<file path="src/rtl/adc_pkg.sv">
// Shared types and timing defaults for the serial ADC reader and its digit splitter.
package adc_pkg;

  typedef enum logic [2:0] {
    S_WAIT,
    S_SETUP,
    S_SHIFT,
    S_CALC,
    S_SPLIT,
    S_DONE
  } state_t;

  localparam int unsigned SAMPLE_CYCLES_DEF = 50_000;
  localparam int unsigned SETUP_CYCLES_DEF  = 100;
  localparam int unsigned HALF_CYCLES_DEF   = 25;
  localparam int unsigned VREF_TENTHS_DEF   = 50;

  localparam int unsigned VREF_TENTHS_MIN = 1;
  localparam int unsigned VREF_TENTHS_MAX = 99;

  localparam int unsigned SPLIT_MAX_ITER = 9;
  localparam logic [6:0]  DIGIT_BASE     = 7'd10;

  // 17 us of ADC conversion time, counted in serial half-periods (0.5 us each).
  localparam int unsigned CONV_HALVES = 34;

  function automatic int unsigned txn_cycles(input int unsigned setup, input int unsigned half);
    return 1 + setup + 16 * half + 1 + (SPLIT_MAX_ITER + 1) + 1;
  endfunction

endpackage

</file>
<file path="src/rtl/adc_serial_reader_if.sv">
// Board-level pins of a TLC549-class serial ADC.
interface adc_serial_reader_if;
  logic ADC_DATA;
  logic ADC_CS_N;
  logic ADC_CLK;

  modport master (input ADC_DATA, output ADC_CS_N, output ADC_CLK);
  modport slave  (output ADC_DATA, input ADC_CS_N, input ADC_CLK);
endinterface

</file>
<file path="src/rtl/adc_tenths_split.sv">
// Sequential divide-by-10 of a tenths-of-a-volt value into integer and tenths digits.
module adc_tenths_split
  import adc_pkg::*;
(
  input  logic       clk,
  input  logic       rst_n,
  input  logic       start,
  input  logic [6:0] tenths,
  output logic [3:0] quot,
  output logic [3:0] rem,
  output logic       done
);

  logic [6:0] rem_q;
  logic [3:0] quot_q;
  logic       busy;

  always_ff @(posedge clk or negedge rst_n) begin
    if (!rst_n) begin
      rem_q  <= '0;
      quot_q <= '0;
      busy   <= 1'b0;
    end else if (start) begin
      rem_q  <= tenths;
      quot_q <= '0;
      busy   <= 1'b1;
    end else if (busy) begin
      if (rem_q >= DIGIT_BASE) begin
        rem_q  <= rem_q - DIGIT_BASE;
        quot_q <= quot_q + 4'd1;
      end else begin
        busy <= 1'b0;
      end
    end
  end

  assign done = busy && (rem_q < DIGIT_BASE);
  assign quot = quot_q;
  assign rem  = rem_q[3:0];

endmodule

</file>
<file path="src/rtl/adc_serial_reader.sv">
// Periodic 8-bit read of a serial ADC, scaled to tenths of a volt and split into
// display digits that hold until the next completed sample.
//   state   | meaning
//   S_WAIT  | idle, CS high, waiting for the period tick
//   S_SETUP | CS low, serial clock parked low before the first bit
//   S_SHIFT | 8 serial bits, data captured on each ADC_CLK rise
//   S_CALC  | scale code to tenths, start the digit split
//   S_SPLIT | repeated subtract-10 until remainder < 10
//   S_DONE  | outputs updated, o_valid high
module adc_serial_reader
  import adc_pkg::*;
#(
  parameter int unsigned SAMPLE_CYCLES = SAMPLE_CYCLES_DEF,
  parameter int unsigned SETUP_CYCLES  = SETUP_CYCLES_DEF,
  parameter int unsigned HALF_CYCLES   = HALF_CYCLES_DEF,
  parameter int unsigned VREF_TENTHS   = VREF_TENTHS_DEF
) (
  input  logic                CLK_50M,
  input  logic                RST_N,
  adc_serial_reader_if.master adc,
  output logic [7:0]          o_code,
  output logic [3:0]          o_vol_int,
  output logic [3:0]          o_vol_dec,
  output logic                o_valid
);

  localparam int unsigned PCNT_W      = $clog2(SAMPLE_CYCLES);
  localparam int unsigned TMR_MAX     = (SETUP_CYCLES > HALF_CYCLES) ? SETUP_CYCLES : HALF_CYCLES;
  localparam int unsigned TMR_W       = $clog2(TMR_MAX + 1);
  localparam int unsigned TXN_CYCLES  = txn_cycles(SETUP_CYCLES, HALF_CYCLES);
  localparam int unsigned CONV_CYCLES = CONV_HALVES * HALF_CYCLES;

  localparam logic [PCNT_W-1:0] PCNT_LAST = PCNT_W'(SAMPLE_CYCLES - 1);
  localparam logic [TMR_W-1:0]  TMR_SETUP = TMR_W'(SETUP_CYCLES - 1);
  localparam logic [TMR_W-1:0]  TMR_HALF  = TMR_W'(HALF_CYCLES - 1);

  if (SETUP_CYCLES == 0 || HALF_CYCLES == 0 ||
      SAMPLE_CYCLES <= TXN_CYCLES + CONV_CYCLES) begin : g_period_check
    $error("adc_serial_reader: SAMPLE_CYCLES too short for transaction plus conversion");
  end
  if (VREF_TENTHS < VREF_TENTHS_MIN || VREF_TENTHS > VREF_TENTHS_MAX) begin : g_vref_check
    $error("adc_serial_reader: VREF_TENTHS out of range 1..99");
  end

  state_t            state, state_next;
  logic [PCNT_W-1:0] pcnt;
  logic              tick;
  logic [TMR_W-1:0]  tmr, tmr_next;
  logic [3:0]        halves, halves_next;
  logic              cs_n, cs_n_next;
  logic              sclk, sclk_next;
  logic              capture, split_start, split_done, load_out;
  logic [7:0]        shreg;
  logic [6:0]        tenths;
  logic [3:0]        quot, rem;

  always_ff @(posedge CLK_50M or negedge RST_N) begin
    if (!RST_N) pcnt <= '0;
    else if (pcnt == PCNT_LAST) pcnt <= '0;
    else pcnt <= pcnt + PCNT_W'(1);
  end

  assign tick = (pcnt == PCNT_LAST);

  always_ff @(posedge CLK_50M or negedge RST_N) begin
    if (!RST_N) state <= S_WAIT;
    else state <= state_next;
  end

  always_comb begin
    state_next  = state;
    tmr_next    = tmr;
    halves_next = halves;
    cs_n_next   = 1'b1;
    sclk_next   = 1'b0;
    capture     = 1'b0;
    split_start = 1'b0;
    load_out    = 1'b0;
    case (state)
      S_WAIT: begin
        if (tick) begin
          state_next = S_SETUP;
          tmr_next   = TMR_SETUP;
          cs_n_next  = 1'b0;
        end
      end
      S_SETUP: begin
        cs_n_next = 1'b0;
        if (tmr == '0) begin
          state_next  = S_SHIFT;
          tmr_next    = TMR_HALF;
          halves_next = 4'd15;
        end else begin
          tmr_next = tmr - TMR_W'(1);
        end
      end
      S_SHIFT: begin
        cs_n_next = 1'b0;
        sclk_next = sclk;
        if (tmr != '0) begin
          tmr_next = tmr - TMR_W'(1);
        end else if (halves == '0) begin
          state_next = S_CALC;
          cs_n_next  = 1'b1;
          sclk_next  = 1'b0;
        end else begin
          // Odd half counts are low phases; toggling out of one is a rising edge.
          tmr_next    = TMR_HALF;
          halves_next = halves - 4'd1;
          sclk_next   = ~sclk;
          capture     = ~sclk;
        end
      end
      S_CALC: begin
        split_start = 1'b1;
        state_next  = S_SPLIT;
      end
      S_SPLIT: begin
        if (split_done) begin
          state_next = S_DONE;
          load_out   = 1'b1;
        end
      end
      S_DONE:  state_next = S_WAIT;
      default: state_next = S_WAIT;
    endcase
  end

  always_ff @(posedge CLK_50M or negedge RST_N) begin
    if (!RST_N) begin
      tmr       <= '0;
      halves    <= '0;
      cs_n      <= 1'b1;
      sclk      <= 1'b0;
      shreg     <= '0;
      o_code    <= '0;
      o_vol_int <= '0;
      o_vol_dec <= '0;
      o_valid   <= 1'b0;
    end else begin
      tmr     <= tmr_next;
      halves  <= halves_next;
      cs_n    <= cs_n_next;
      sclk    <= sclk_next;
      o_valid <= load_out;
      if (capture) shreg <= {shreg[6:0], adc.ADC_DATA};
      if (load_out) begin
        o_code    <= shreg;
        o_vol_int <= quot;
        o_vol_dec <= rem;
      end
    end
  end

  // Rounded scaling; the 15-bit product cannot overflow for VREF_TENTHS <= 99.
  assign tenths = 7'((15'(shreg) * 15'(VREF_TENTHS) + 15'd128) >> 8);

  adc_tenths_split u_split (
    .clk    (CLK_50M),
    .rst_n  (RST_N),
    .start  (split_start),
    .tenths (tenths),
    .quot   (quot),
    .rem    (rem),
    .done   (split_done)
  );

  assign adc.ADC_CS_N = cs_n;
  assign adc.ADC_CLK  = sclk;

endmodule

</file>
<file path="src/flat_wrapper.sv">
// flat-port wrapper written by rule: the top's interface ports become plain ports
module adc_serial_reader_flat import adc_pkg::*;
#(
  parameter int unsigned SAMPLE_CYCLES = SAMPLE_CYCLES_DEF,
  parameter int unsigned SETUP_CYCLES  = SETUP_CYCLES_DEF,
  parameter int unsigned HALF_CYCLES   = HALF_CYCLES_DEF,
  parameter int unsigned VREF_TENTHS   = VREF_TENTHS_DEF
)
  (CLK_50M, RST_N, o_code, o_vol_int, o_vol_dec, o_valid, adc_ADC_DATA, adc_ADC_CS_N, adc_ADC_CLK);
  adc_serial_reader_if adc_i ();
  input  logic CLK_50M;
  input  logic RST_N;
  output logic [7:0] o_code;
  output logic [3:0] o_vol_int;
  output logic [3:0] o_vol_dec;
  output logic o_valid;
  input wire logic [$bits(adc_i.ADC_DATA)-1:0] adc_ADC_DATA;
  output wire logic [$bits(adc_i.ADC_CS_N)-1:0] adc_ADC_CS_N;
  output wire logic [$bits(adc_i.ADC_CLK)-1:0] adc_ADC_CLK;
  assign adc_i.ADC_DATA = adc_ADC_DATA;
  assign adc_ADC_CS_N = adc_i.ADC_CS_N;
  assign adc_ADC_CLK = adc_i.ADC_CLK;
  adc_serial_reader #(.SAMPLE_CYCLES(SAMPLE_CYCLES), .SETUP_CYCLES(SETUP_CYCLES), .HALF_CYCLES(HALF_CYCLES), .VREF_TENTHS(VREF_TENTHS)) u_core (.CLK_50M(CLK_50M), .RST_N(RST_N), .adc(adc_i), .o_code(o_code), .o_vol_int(o_vol_int), .o_vol_dec(o_vol_dec), .o_valid(o_valid));
endmodule
</file>
<file path="config.mk">
export PLATFORM = sky130hd
export DESIGN_NAME = adc_serial_reader_flat
export DESIGN_NICKNAME = d
export VERILOG_FILES = /design/src/rtl/adc_pkg.sv /design/src/rtl/adc_serial_reader_if.sv /design/src/rtl/adc_tenths_split.sv /design/src/rtl/adc_serial_reader.sv /design/src/flat_wrapper.sv
export SDC_FILE = /design/constraint.sdc
export NUM_CORES = 1
export LEC_CHECK = 0
export ABC_CLOCK_PERIOD_IN_PS = 3350
export BUFFER_PORTS_ARGS = -buffer_cell sky130_fd_sc_hd__buf_2
export CAP_MARGIN = 15
export CORE_ASPECT_RATIO = 0.8
export CORE_MARGIN = 5
export CORE_UTILIZATION = 55
export DETAILED_ROUTE_END_ITERATION = 7
export GPL_ROUTABILITY_DRIVEN = 0
export PLACE_DENSITY = 0.75
export SLEW_MARGIN = 10
export SYNTH_ARGS = -nofsm -noshare
export SYNTH_HDL_FRONTEND = slang
export SYNTH_HIERARCHICAL = 1
export SYNTH_SLANG_ARGS = --single-unit
</file>
<file path="constraint.sdc">
create_clock -name CLK_50M -period 3.35 [get_ports CLK_50M]
set_input_delay 0.67 -clock CLK_50M [delete_from_list [all_inputs] [get_ports CLK_50M]]
set_output_delay 0.67 -clock CLK_50M [all_outputs]
set_load 0.05 [all_outputs]
</file>
==> impl_metrics.json <==
{
  "slew_viol_final": 0,
  "numCtsBuffers": 9,
  "ctsHoldBuffers": 0,
  "final_antenna_net_count": 0,
  "antenna_cells": 0,
  "die_w_um": 104.6,
  "outcome": "finished, final reports clean",
  "yosys_register_bits": 69,
  "ys_warn_count": 6,
  "cts_tree": "done",
  "fill_cells": 554,
  "slew_headroom_pct": 41.21,
  "r2r_cells": 14,
  "route.met2.wl_um": 3704,
  "syn-num-nets": 413,
  "clockPowerShare_pct": 44.5,
  "first_iter_violations": 115,
  "htreeDepth": 3,
  "finalCritPeriodShare_pct": 96.50,
  "worst-slew-pin-transition_ps": 881.9,
  "critPathMaxFanout": 5,
  "yosysUniqueCellTypes": 57,
  "worst-endpoint-arrival_ps": 3460,
  "overflow": 0,
  "switching_power_uw": 355.6,
  "synth_area_mm2": 0.003934,
  "power_frac_seq_pct": 54.2,
  "floorplan.initialDensity_pct": 56.80,
  "seq_area_frac_synth_pct": 43.92,
  "wire_per_inst_um": 15.06,
  "track_usage_pct": 18.30,
  "p_per_area_mw_per_mm2": 344.8,
  "postLayoutCellArea_mm2": 0.004458,
  "grt_pass1_vias": 2816,
  "synthArstFlopShare_pct": 100.0,
  "final_common_cell": "dfrtp_1",
  "antenna_found_initial": 0,
  "final_cell_mix": "dfrtp_1 (67), nor2_1 (35), ha_1 (31)",
  "insertion_delay_ps": 350,
  "synthTopCellsByArea": "dfrtp_1 (43%), ha_1 (10%), mux2_2 (5.2%)",
  "power_mw": 1.537,
  "place.detailed.hpwl_um": 5236,
  "worstSetupEndpointType": "register",
  "finalWirelength_um": 7528,
  "seqCellArea_mm2": 0.001729,
  "p_comb_share_pct": 1.2,
  "grt_max_degree": 70,
  "finClkSkew_ps": 7.517,
  "core_mm2": 0.006925,
  "whs_path_depth": 1,
  "port_buffers": 21,
  "p_int_mw": 1.182,
  "ys.flop_type": "dfrtp_1",
  "max_freq_mhz": 309.3,
  "synth_edf_count": 0,
  "rsz0062_at_grt": "true",
  "max-clock-path-buffers": 2,
  "vias_per_cell": 5.804,
  "hold_violations": 0,
  "dieArea_mm2": 0.008954,
  "firstDrtPassIters": 4,
  "die_h_um": 85.64,
  "drv_cap": 0,
  "layout.nets": 446,
  "avgSynthCellArea_um2": 10.49,
  "placement_rows": 27,
  "swShare_pct": 23.14,
  "post-route-min-period_ps": 3233,
  "peakVddDrop_mv": 0.2465,
  "leakage_nw": 2.325,
  "drc": 0,
  "cp_data_required_time_ps": 3570,
  "num_vias": 2902,
  "placed_area_mm2": 0.004160,
  "critical_path_class": "reg2reg",
  "path_clk_slew_ps": 80,
  "drive_above_1_share_pct": 23.49,
  "synth_top_cell_area_share_pct": 43.26,
  "finalSetupViolCount": 0,
  "top_layer": "met4",
  "cp-start-kind": "register",
  "ioPinCount": 22,
  "hold_class": "reg2reg",
  "area_growth_pct": 13.33,
  "multi_input_area_mm2": 0.002145,
  "yosys.area.top_type": "dfrtp_1",
  "ctsRootBufferMaster": "clkbuf_8",
  "cts_sinks": 69,
  "wl_met1_um": 3446,
  "syn_inst": 375,
  "grt_pass1_wl_um": 13180,
  "route.met3.wl_um": 306
}
registers in the layout (all words and copies together), names as in the netlist:
name and cells:
u_core/pcnt 16, u_core/adc.ADC_CS_N 1, u_core/adc.ADC_CLK 1, u_core/u_split/quot 4, u_core/o_valid 1, u_core/u_split/rem_q 7, u_core/shreg 8, u_core/halves 4
u_core/o_vol_dec 4, u_core/o_code 8, u_core/u_split/busy 1, u_core/tmr 7, u_core/state 3, u_core/o_vol_int 4
path summary, 6_finish.rpt:
path	start	endpoint	slack, ps
max	u_core/shreg[2]	u_core/u_split/rem_q[3]	120
min	u_core/pcnt[0]	u_core/pcnt[0]	490
max reg2reg	u_core/shreg[2]	u_core/u_split/rem_q[3]	120
min reg2reg	u_core/pcnt[0]	u_core/pcnt[0]	490
max in group asynchronous	RST_N	u_core/shreg[2]	2210
min in group asynchronous	RST_N	u_core/o_vol_dec[1]	500
per-layer routing:
layer / vias to the layer above / track usage, %
li1: 1401 / -
met1: 1432 / 23.56
met2: 61 / 29.90
met3: 8 / 4.891
met4: 0 / 6.706
met5: - / 0
worst max-delay path: stages, from the launching register on:
cell	delay [ps]
dfrtp_2	440
ha_1	310
ha_1	310
fa_1	510
ha_4	210
a21o_1	200
a31oi_4	200
o21ai_2	100
xnor2_2	160
buf_4	140
buf_4	120
buf_4	130
xnor2_2	120
nand2_1	90
o21ai_0	80
final cells by class:
cell class              count  share of cell area (%)
multi-input cells         275                   48.11
flip-flops and latches     69                   38.79
clock inverters             7                   1.656
inverters                  18                   1.516
clock buffers               9                   2.779
well taps                  87                   2.442
repair buffers             35                   4.715
stage by stage:
stage | util, % | setup TNS (ps) | hold WS (ps) | setup WS [ps] | std cells
global route | 64.37 | -54.97 | 510.8 | -54.97 | 500
finish | 64.37 | 0 | 489.9 | 117.2 | 500
CTS | 63.27 | 0 | 487.9 | 9.351 | 499
floorplan | - | 0 | 374.4 | 3.620 | 375
global placement | 60.07 | 0 | 470.3 | 21.03 | 482
detailed placement | 60.07 | -116.5 | 476.7 | -63.07 | 482
cells in the mapped netlist, drive strengths merged (6+ instances only):
master and count:
a21oi 14, and3 6, buf 8, dfrtp 68
ha 33, inv 18, mux2 25, nand2 20
nand3 14, nand4 7, nor2 35, nor3 10
o21ai 20, xnor2 14, xor2 14
power groups by stage:
| stage | clock [mW] | sequential (mW) | combinational, mW |
|---|---|---|---|
| 2_1_floorplan | 0 | 0.850 | 0.00145 |
| 3_3_place_gp | 0 | 0.850 | 0.0199 |
| 3_5_place_dp | 0 | 0.850 | 0.0205 |
| 4_1_cts | 0.714 | 0.834 | 0.0204 |
| 5_1_grt | 0.755 | 0.834 | 0.0229 |
| 6_report | 0.685 | 0.834 | 0.0189 |
cells by family (layout without fill, tap and decap cells):
family / count (synthesis) / after routing / share of synthesized area [%]
DFF: 69 / 69 / 43.93
buffers and inverters: 31 / 69 / 3.848
muxes: 27 / 27 / 8.333
xor gates and xnor gates: 28 / 28 / 6.234
adders and majority gates: 35 / 35 / 11.51
AOI/OAI and AO/OA: 66 / 66 / 11.01
and+or+nand+nor: 119 / 119 / 15.14
repair_timing:
item                       CTS  global route
buffers inserted             1             1
resized for setup            4            14
hold endpoints to repair     0             0
cloned                       0             0
pin swaps                    2            10
setup endpoints to repair    3             5
Power figures use the tool's default switching activity.
